[src/rtl/delqa_pkg.sv]
// delqa_pkg: shared types and constants for the DELQA buffer-descriptor datapath.
package delqa_pkg;
  typedef enum logic [2:0] {
    S_IDLE,
    S_HRD,
    S_BWR,
    S_FWR,
    S_SRD,
    S_SWT,
    S_SWR,
    S_DONE
  } state_e;
  localparam logic [2:0] BDL_FLAG    = 3'd0;
  localparam logic [2:0] BDL_ADDR_HI = 3'd1;
  localparam logic [2:0] BDL_ADDR_LO = 3'd2;
  localparam logic [2:0] BDL_LEN     = 3'd3;
  localparam logic [2:0] BDL_ST1     = 3'd4;
  localparam logic [2:0] BDL_ST2     = 3'd5;
  localparam int BIT_V = 15;
  localparam int BIT_C = 14;
  localparam logic [15:0] FLAG_USE = 16'hC000;
endpackage

[src/rtl/bdlf_qm_req.sv]
// bdlf_qm_req: holds one host request until ack/err; optional timeout when BDLF_TIMEOUT_EN is defined.
module bdlf_qm_req #(
  parameter int AW         = 21,
  parameter int TMO_CYCLES = 1023
) (
  input  logic          clk_i,
  input  logic          rst_n_i,
  input  logic          req_i,
  input  logic [AW-1:0] adr_i,
  input  logic [15:0]   dat_i,
  input  logic          we_i,
  output logic          done_o,
  output logic          fail_o,
  output logic [AW-1:0] qm_adr_o,
  output logic [15:0]   qm_dat_o,
  output logic          qm_we_o,
  output logic          qm_stb_o,
  input  logic          qm_ack_i,
  input  logic          qm_err_i
);
  logic          stb_q;
  logic [AW-1:0] adr_q;
  logic [15:0]   dat_q;
  logic          we_q;
  logic          tmo;
`ifdef BDLF_TIMEOUT_EN
  localparam int CW = $clog2(TMO_CYCLES + 1);
  logic [CW-1:0] cnt_q;
  always_ff @(posedge clk_i) begin
    if (!rst_n_i) cnt_q <= '0;
    else if (req_i) cnt_q <= '0;
    else if (stb_q) cnt_q <= cnt_q + 1'b1;
  end
  // Fires on the last held cycle so the strobe falls exactly TMO_CYCLES edges after rising.
  assign tmo = stb_q && (cnt_q == CW'(TMO_CYCLES - 1));
`else
  assign tmo = 1'b0;
`endif
  assign done_o   = stb_q & (qm_ack_i | qm_err_i | tmo);
  assign fail_o   = stb_q & (qm_err_i | tmo);
  assign qm_stb_o = stb_q;
  assign qm_adr_o = adr_q;
  assign qm_dat_o = dat_q;
  assign qm_we_o  = we_q;
  always_ff @(posedge clk_i) begin
    if (!rst_n_i) begin
      stb_q <= 1'b0;
      adr_q <= '0;
      dat_q <= '0;
      we_q  <= 1'b0;
    end else if (req_i) begin
      stb_q <= 1'b1;
      adr_q <= adr_i;
      dat_q <= dat_i;
      we_q  <= we_i;
    end else if (done_o) begin
      stb_q <= 1'b0;
    end
  end
endmodule

[src/rtl/bdl_fetch.sv]
// bdl_fetch: descriptor FETCH (host->BDL 1..3, flag write-back) and STATUS (BDL 4..5 -> host) sequencer.
// Optional host-ack timeout enabled by defining BDLF_TIMEOUT_EN.
module bdl_fetch #(
  parameter int          AW         = 21,
  parameter logic [15:0] FLAG_USE   = delqa_pkg::FLAG_USE,
  parameter int          TMO_CYCLES = 1023
) (
  input  logic          wb_clk_i,
  input  logic          wb_rst_n,
  input  logic          start_i,
  input  logic          cmd_i,
  input  logic [AW-1:0] base_i,
  output logic          busy_o,
  output logic          done_o,
  output logic          err_o,
  output logic          valid_o,
  output logic          chain_o,
  output logic [AW-1:0] qm_adr_o,
  output logic [15:0]   qm_dat_o,
  input  logic [15:0]   qm_dat_i,
  output logic          qm_we_o,
  output logic          qm_stb_o,
  input  logic          qm_ack_i,
  input  logic          qm_err_i,
  output logic [2:0]    bdl_adr_o,
  output logic [15:0]   bdl_dat_o,
  input  logic [15:0]   bdl_dat_i,
  output logic          bdl_we_o,
  output logic          bdl_stb_o
);
  import delqa_pkg::*;
  state_e        state_q, state_d;
  logic [2:0]    k_q, k_d;
  logic [AW-1:0] base_q, base_d;
  logic [15:0]   dat_q, dat_d;
  logic          valid_q, valid_d, chain_q, chain_d, err_q, err_d;
  logic          req, req_we, q_done, q_fail;
  logic [AW-1:0] req_adr;
  logic [15:0]   req_dat;
  function automatic logic [AW-1:0] hadr(input logic [AW-1:0] b, input logic [2:0] k);
    return b + AW'(k);
  endfunction
  bdlf_qm_req #(.AW(AW), .TMO_CYCLES(TMO_CYCLES)) u_req (
    .clk_i    (wb_clk_i),
    .rst_n_i  (wb_rst_n),
    .req_i    (req),
    .adr_i    (req_adr),
    .dat_i    (req_dat),
    .we_i     (req_we),
    .done_o   (q_done),
    .fail_o   (q_fail),
    .qm_adr_o (qm_adr_o),
    .qm_dat_o (qm_dat_o),
    .qm_we_o  (qm_we_o),
    .qm_stb_o (qm_stb_o),
    .qm_ack_i (qm_ack_i),
    .qm_err_i (qm_err_i)
  );
  // Host requests are launched on the edge that enters HRD/FWR/SWR.
  always_comb begin
    state_d = state_q;
    k_d     = k_q;
    base_d  = base_q;
    dat_d   = dat_q;
    valid_d = valid_q;
    chain_d = chain_q;
    err_d   = err_q;
    req     = 1'b0;
    req_we  = 1'b0;
    req_adr = '0;
    req_dat = '0;
    case (state_q)
      S_IDLE: if (start_i) begin
        base_d  = base_i;
        err_d   = 1'b0;
        k_d     = cmd_i ? BDL_ST1 : BDL_ADDR_HI;
        state_d = cmd_i ? S_SRD : S_HRD;
        req     = !cmd_i;
        req_adr = hadr(base_i, BDL_ADDR_HI);
      end
      S_HRD: if (q_done) begin
        err_d   = q_fail;
        dat_d   = qm_dat_i;
        state_d = q_fail ? S_DONE : S_BWR;
      end
      S_BWR: begin
        if (k_q == BDL_ADDR_HI) begin
          valid_d = dat_q[BIT_V];
          chain_d = dat_q[BIT_C];
        end
        if (k_q != BDL_LEN) begin
          k_d     = k_q + 3'd1;
          state_d = S_HRD;
          req     = 1'b1;
          req_adr = hadr(base_q, k_q + 3'd1);
        end else begin
          state_d = valid_q ? S_FWR : S_DONE;
          req     = valid_q;
          req_we  = 1'b1;
          req_adr = hadr(base_q, BDL_FLAG);
          req_dat = FLAG_USE;
        end
      end
      S_FWR: if (q_done) begin
        err_d   = q_fail;
        state_d = S_DONE;
      end
      S_SRD: state_d = S_SWT;
      S_SWT: begin
        dat_d   = bdl_dat_i;
        state_d = S_SWR;
        req     = 1'b1;
        req_we  = 1'b1;
        req_adr = hadr(base_q, k_q);
        req_dat = bdl_dat_i;
      end
      S_SWR: if (q_done) begin
        err_d   = q_fail;
        k_d     = k_q + 3'd1;
        state_d = (q_fail || k_q == BDL_ST2) ? S_DONE : S_SRD;
      end
      S_DONE: state_d = S_IDLE;
      default: state_d = S_IDLE;
    endcase
  end
  always_ff @(posedge wb_clk_i) begin
    if (!wb_rst_n) begin
      state_q <= S_IDLE;
      k_q     <= '0;
      base_q  <= '0;
      dat_q   <= '0;
      valid_q <= 1'b0;
      chain_q <= 1'b0;
      err_q   <= 1'b0;
    end else begin
      state_q <= state_d;
      k_q     <= k_d;
      base_q  <= base_d;
      dat_q   <= dat_d;
      valid_q <= valid_d;
      chain_q <= chain_d;
      err_q   <= err_d;
    end
  end
  assign busy_o    = state_q != S_IDLE;
  assign done_o    = state_q == S_DONE;
  assign err_o     = err_q;
  assign valid_o   = valid_q;
  assign chain_o   = chain_q;
  assign bdl_stb_o = (state_q == S_BWR) || (state_q == S_SRD);
  assign bdl_we_o  = state_q == S_BWR;
  assign bdl_adr_o = bdl_stb_o ? k_q : 3'd0;
  assign bdl_dat_o = bdl_we_o ? dat_q : 16'h0;
endmodule

[config.mk]
export PLATFORM = sky130hd
export DESIGN_NAME = bdl_fetch
export DESIGN_NICKNAME = d
export VERILOG_FILES = /design/src/rtl/delqa_pkg.sv /design/src/rtl/bdlf_qm_req.sv /design/src/rtl/bdl_fetch.sv
export SDC_FILE = /design/constraint.sdc
export NUM_CORES = 1
export LEC_CHECK = 0
export ABC_CLOCK_PERIOD_IN_PS = 2500
export CAP_MARGIN = 20
export CORE_MARGIN = 5
export CORE_UTILIZATION = 23
export DETAILED_ROUTE_END_ITERATION = 16
export PLACE_DENSITY_LB_ADDON = 0.15
export REMOVE_ABC_BUFFERS = 1
export SLEW_MARGIN = 20
export SYNTH_ARGS = -nofsm -noshare
export SYNTH_HDL_FRONTEND = slang
export SYNTH_SLANG_ARGS = --single-unit
[constraint.sdc]
create_clock -name wb_clk_i -period 2.5 [get_ports wb_clk_i]
set_input_delay 0.375 -clock wb_clk_i [delete_from_list [all_inputs] [get_ports wb_clk_i]]
set_output_delay 0.375 -clock wb_clk_i [all_outputs]
set_load 0.01 [all_outputs]
== After elaboration in Yosys (flattened, before gate mapping) ==
Cells that the tools add are included.

* Bits in registers: 85
* Output and inout port bits: 65
* Logic and storage cells: 82

* Add/sub/neg operators: 4
* Equality and inequality tests: 16
* Mux-type cells: 32
* Bitwise logic cells: 3
* Reductions and logical operators: 16

{| class="wikitable"
|+ Operator list
! cell !! number
|-
| 16-bit one-hot mux with 2 select lines || 2
|-
| 21-bit one-hot mux with 3 select lines || 1
|-
| 16-bit two-way mux || 3
|-
| 21-bit by 3-bit adder with 21-bit output || 2
|-
| 21-bit two-way mux || 2
|-
| 3-bit two-way mux || 11
|-
| 3-bit one-hot mux with 8 select lines || 1
|-
| 21-bit by 1-bit adder with 21-bit output (second input constant) || 1
|-
| 3-bit == test (second input constant) || 5
|-
| 3-bit one-hot mux with 3 select lines || 1
|-
| 2-bit != test (second input constant) || 4
|-
| 4-bit AND reduction || 2
|-
| 1-bit two-way mux || 7
|-
| 3-bit by 1-bit == test with 1-bit output (second input constant) || 2
|-
| 3-bit by 2-bit == test with 1-bit output (second input constant) || 2
|-
| 2-bit AND reduction || 3
|-
| 2-bit nonzero test || 3
|-
| 3-bit nonzero test || 2
|-
| 2-bit by 1-bit != test with 1-bit output (second input constant) || 2
|-
| 1-bit one-hot mux with 2 select lines || 2
|-
| 3-bit by 1-bit adder with 3-bit output (second input constant) || 1
|-
| 3-bit logical NOT || 1
|-
| 3-bit by 2-bit != test with 1-bit output (second input constant) || 1
|-
| 1-bit one-hot mux with 3 select lines || 1
|-
| 7 further kinds || 9
|}

== Logic depth before layout (Yosys ltp) ==
* Depth after elaboration: 5
* Gate-level depth with buffers: 10

== By module ==
From an unflattened synthesis, not the netlist that was laid out.

* Cells, all modules: 649
* Area, all modules: 5,268.8 um^2

{| class="wikitable"
|+ By module, submodules not included
! module !! times used !! cells each !! area an instance (um^2) !! seq. area each (um^2)
|-
| bdl_fetch || 1 || 520 || 3,768.6 || 920.9
|-
| bdlf_qm_req || 1 || 129 || 1,500.2 || 780.7
|}

== Worst setup path after synthesis ==
No wires, ideal clock.

* Path type: register -> register
* From: register k_q[1]
* To: register u_req.adr_q[16] (netlist: u_req.qm_adr_o[16])
* Arrival time: 2,264 ps
* Data required time: 2,371 ps
* Setup slack: 107 ps
* Cell stages (with the launch flop): 11
* Buffers on the path: 0
* Clock period less this slack: 2,393 ps
* Path through: dfxtp_1 inv_1 ha_1 inv_1 fa_1 a21oi_1 or4_4 or3_4 nor3_2 a2111oi_1 a21oi_1

* Word-level cells in the longest chain between the ends: 4
* Elaborated cells between the ends (all ways): 8

{| class="wikitable"
|+ Ends and longest elaborated chain
! what !! RTL line !! text
|-
| from (decl) || bdl_fetch.sv:33 || <nowiki>logic [2:0] k_q, k_d;</nowiki>
|-
| from (signal assigned) || bdl_fetch.sv:137 || <nowiki>k_q <= k_d;</nowiki>
|-
| 3-bit by 1-bit adder with 3-bit output || bdl_fetch.sv:95 || <nowiki>req_adr = hadr(base_q, k_q + 3'd1);</nowiki>
|-
| 21-bit by 3-bit adder with 21-bit output || bdl_fetch.sv:41 || <nowiki>return b + AW'(k);</nowiki>
|-
| 21-bit two-way mux || bdl_fetch.sv:91 || <nowiki>if (k_q != BDL_LEN) begin</nowiki>
|-
| 21-bit one-hot mux with 3 select lines || bdl_fetch.sv:72 || <nowiki>case (state_q)</nowiki>
|-
| to (signal assigned) || bdlf_qm_req.sv:53 || <nowiki>adr_q <= adr_i;</nowiki>
|-
| to (decl) || bdlf_qm_req.sv:22 || <nowiki>logic [AW-1:0] adr_q;</nowiki>
|}

Several ways; a longest one is shown, not always the timed one.
A chain may end at the register's enable or synchronous reset.

== Worst setup path in the final report ==
* From: register k_q[0]
* To: register u_req.adr_q[16] (netlist: u_req.qm_adr_o[16])

The elaborated chain is that of the path after synthesis.

==> key figures <==
Worst setup path
  • Crit. End Element: register
  • Crit-path most repeated cell: ha_4
  • CP Class: reg2reg
  • Slowest cell on crit path: or4_4
  • Crit path from: k_q[0]
  • Worst Path Required: 2790 ps
  • Crit path largest cell delay: roughly 420 ps
  • Crit path max fanout: 5
  • Worst r2r src: k_q[0]
  • Crit path cell chain: ha_1 -> ha_4 -> inv_1 -> ha_4 -> a21oi_4 -> or4_4 -> or3_4 -> nor3_4 -> a2111oi_2 -> a21oi_1
  • CP startpoint kind: register
  • Worst path arrival time: roughly 2800 ps

Synthesis
  • Yosys warnings: 0
  • Seq/Total Area, Yosys: 0.342
  • Area of the mapped netlist: 0.00497 mm^2
  • Post-synth cell types: 54
  • Synth Instances: 660
  • Post-synth ARST share: 0
  • Mean post-synth cell area: 7.53 um^2
  • EDFF count, synth: 0
  • Ys flop type: dfxtp_1
  • Flops & latches, synth: 85

Finish
  • Area Overhead vs Synth: 44.2%
  • Layout Nets: around 870
  • Post-Layout Cell Count: 1074
  • # diodes: 0
  • Post-route cell area: 0.00717 mm^2
  • Ratio of cells with drive above 1 in the final layout: 0.115

Floorplan
  • Effective utilization at floorplan: 0.235
  • Die ar.: 0.0246 mm^2
  • I/O pins: 124
  • FP Rows: 53
  • Die Y: 157 um
  • Core Box Area: 0.0212 mm^2
  • Chip Width: between 150 and 200 um

Clock network
  • Skew-Pair Late Insertion Delay: 350 ps
  • Clock root buffer master: clkbuf_16
  • Total CTS buffers: 9
  • Clock sinks: 85
  • CTS H-tree lvls: 3
  • Clock transition at the registers of the reported paths: around 80 ps
  • Hold_buf cts: 0
  • Max clock buf depth: 2
  • CTS tree: done

Placed design
  • Hpwl dp: 13.6 mm
  • GPL Wtd Cong: approximately 0.86
  • Placed cell area: 0.00673 mm^2
  • Dpl cells: roughly 1100
  • Port Buffer Count: ~120

Hold path
  • Worst Hold Class: reg2reg
  • Min-delay src: u_req.qm_dat_o[4]

Routing
  • ANT nets after route: 0
  • Vias/cell: 4.90
  • DRC violations left: 0
  • Vias: 5262
  • Detailed Routing Iterations Pass 1: 5
  • Drt initial violations: 404
  • DR WL/cell: 17.2 um
  • Overall routed net length: roughly 18 mm

Flow run
  • Max_cap viols: 0

Timing
  • Least-Margin Pin Slew: 427 ps
  • Fin. max-slew vios: 0
  • Clock Skew: 11.2 ps
  • Hold Fails Final Rpt: 0
  • RSZ-0062 raised after global routing: yes
  • Min Clock Period, post-route: approximately 2500 ps
  • Peak Freq: 0.404 GHz
  • Final setup viols: 0
  • Slew headroom: 0.715
  • Final period utilization: 0.990

Power and ir drop
  • Logic pwr share: 0.415
  • Pwr/cell area: 804 mW/mm^2
  • NetSw: 0.00223 W
  • Internal power: roughly 0.0035 W
  • P_leak: roughly 2.7 nW
  • Clock share of power: 0.251
  • Seq pwr share: 0.334
  • Max VDD drop: 0.462 mV
  • Sw frac: 0.387

Status
  • Outcome: finished clean

Global route
  • First-pass GRT wire length: 28.7 mm
  • Grt ovf: 0
  • Number of global-route vias before repair: between 5000 and 6000
  • GRT Util Overall: 0.147
  • Antenna violations before repair: 0
  • Largest net degree at the start of global routing: 33
-- power by group through the flow --
stage	Combinational [W]	Clock, W	Sequential [W]
4_1_cts	0.00238	0.00149	0.00192
2_1_floorplan	0.00108	0	0.00202
3_5_place_dp	0.00235	0	0.00195
5_1_grt	0.00265	0.00155	0.00197
6_report	0.00239	0.00144	0.00192
3_3_place_gp	0.00233	0	0.00194
-- logic make-up (layout without fill, tap and decap cells) --
| logic type | after synthesis | count (layout) | synth area share |
|---|---|---|---|
| simple gates | 275 | 275 | 0.260 |
| compound gates | 180 | 180 | 0.232 |
| flops | 85 | 85 | 0.342 |
| buf+inv | 63 | 202 | 0.0516 |
| xor+xnor | 39 | 39 | 0.0687 |
| fa+ha+maj | 13 | 13 | 0.0358 |
| mux | 5 | 5 | 0.0103 |
-- critical path, delay by kind of cell (launching register included) --
kind | cells | cell delay (ps)
and+or+nand+nor | 3 | 910
adders and majority gates | 3 | 800
DFF | 1 | 340
buffers and inverters | 1 | 70
AOI/OAI and AO/OA | 3 | 290
-- cell usage after synthesis (4+ instances only) --
cell,number,area share
nand3_1,23,0.023
a21boi_0,23,0.035
o21ai_0,36,0.036
clkbuf_1,30,0.023
a21oi_1,60,0.060
xnor2_1,15,0.026
o22ai_1,6,0.0076
ha_1,11,0.028
nand2_1,114,0.086
inv_1,14,0.011
nor2_1,55,0.042
dfxtp_1,85,0.34
mux2i_1,4,0.0081
buf_2,16,0.016
xor2_1,24,0.042
nand4_1,9,0.011
a31oi_1,6,0.0076
and3_1,9,0.011
a22oi_1,7,0.011
a311oi_1,19,0.033
nor3_1,20,0.020
and2_1,22,0.028
-- stage by stage --
step                      setup TNS (ps)   util  hold slack [ps]  worst slack (ps)  power, W
after global routing                -159  0.339              492             -54.1   0.00617
after global placement             -58.8  0.318              455             -58.8   0.00427
after CTS                              0  0.334              471              9.75   0.00578
after floorplan                     -247      -              469              -147   0.00310
after detailed placement            -250  0.318              460              -143   0.00430
final                                  0  0.339              468              25.0   0.00576
-- layout make-up --
cell class	count	area [um^2]
Fill cell	2230	14000
Clock buffer	9	225
Timing Repair Buffer	172	1650
Clock inverter	7	88.8
Multi-Input combinational cell	512	3100
Tap cell	275	344
Inverter	14	52.6
Sequential cell	85	1700
-- state kept, by name, summed over array words and instances, names as in the netlist --
name,count
valid_o,1
k_q,3
dat_q,16
u_req.qm_stb_o,1
err_o,1
state_q,3
u_req.qm_dat_o,16
u_req.qm_adr_o,21
chain_o,1
base_q,21
u_req.qm_we_o,1
-- worst paths after layout --
path / endpoint / slack, ps / depth (start not counted)
hold / removal: u_req.qm_dat_o[4] / 470 / 2
setup reg to reg: u_req.qm_adr_o[16] / 20 / 10
setup / recovery: u_req.qm_adr_o[16] / 20 / 10
hold reg to reg: u_req.qm_dat_o[4] / 470 / 2
-- per-layer routing --
metal | global-route usage | wire length, um | part of all wire | vias to the layer above
li1 | - | - | - | 2593
met1 | 0.199 | 8480 | 0.46 | 2469
met2 | 0.238 | 8330 | 0.45 | 182
met3 | 0.0346 | 1370 | 0.074 | 18
met4 | 0.0360 | 264 | 0.014 | 0
met5 | 0 | 0 | 0 | -
-- repair_timing --
action | in CTS | in global routing
buffers inserted | 0 | 2
setup endpoints to repair | 20 | 28
pin swaps | 0 | 5
resized for setup | 5 | 19
-- layout by cell type (no fill, tap or decap), drive strengths merged, types with 3 or more instances in the layout --
| master | count |
|---|---|
| a21boi | 23 |
| a31oi | 6 |
| a311oi | 19 |
| or4 | 4 |
| o22ai | 6 |
| nand2 | 114 |
| clkbuf | 9 |
| a211oi | 3 |
| mux2i | 4 |
| nor2 | 56 |
| nor3 | 21 |
| nand4 | 9 |
| buf | 49 |
| xnor2 | 15 |
| inv | 18 |
| dlymetal6s2s | 5 |
| a221oi | 3 |
| a22oi | 7 |
| and3 | 9 |
| a21oi | 60 |
| dfxtp | 85 |
| nand3 | 24 |
| o21ai | 36 |
| and4 | 3 |
| and2 | 22 |
| or3 | 4 |
| clkdlybuf4s50 | 117 |
| xor2 | 24 |
| o221ai | 3 |
| ha | 11 |
(Power assumes the default switching activity.)
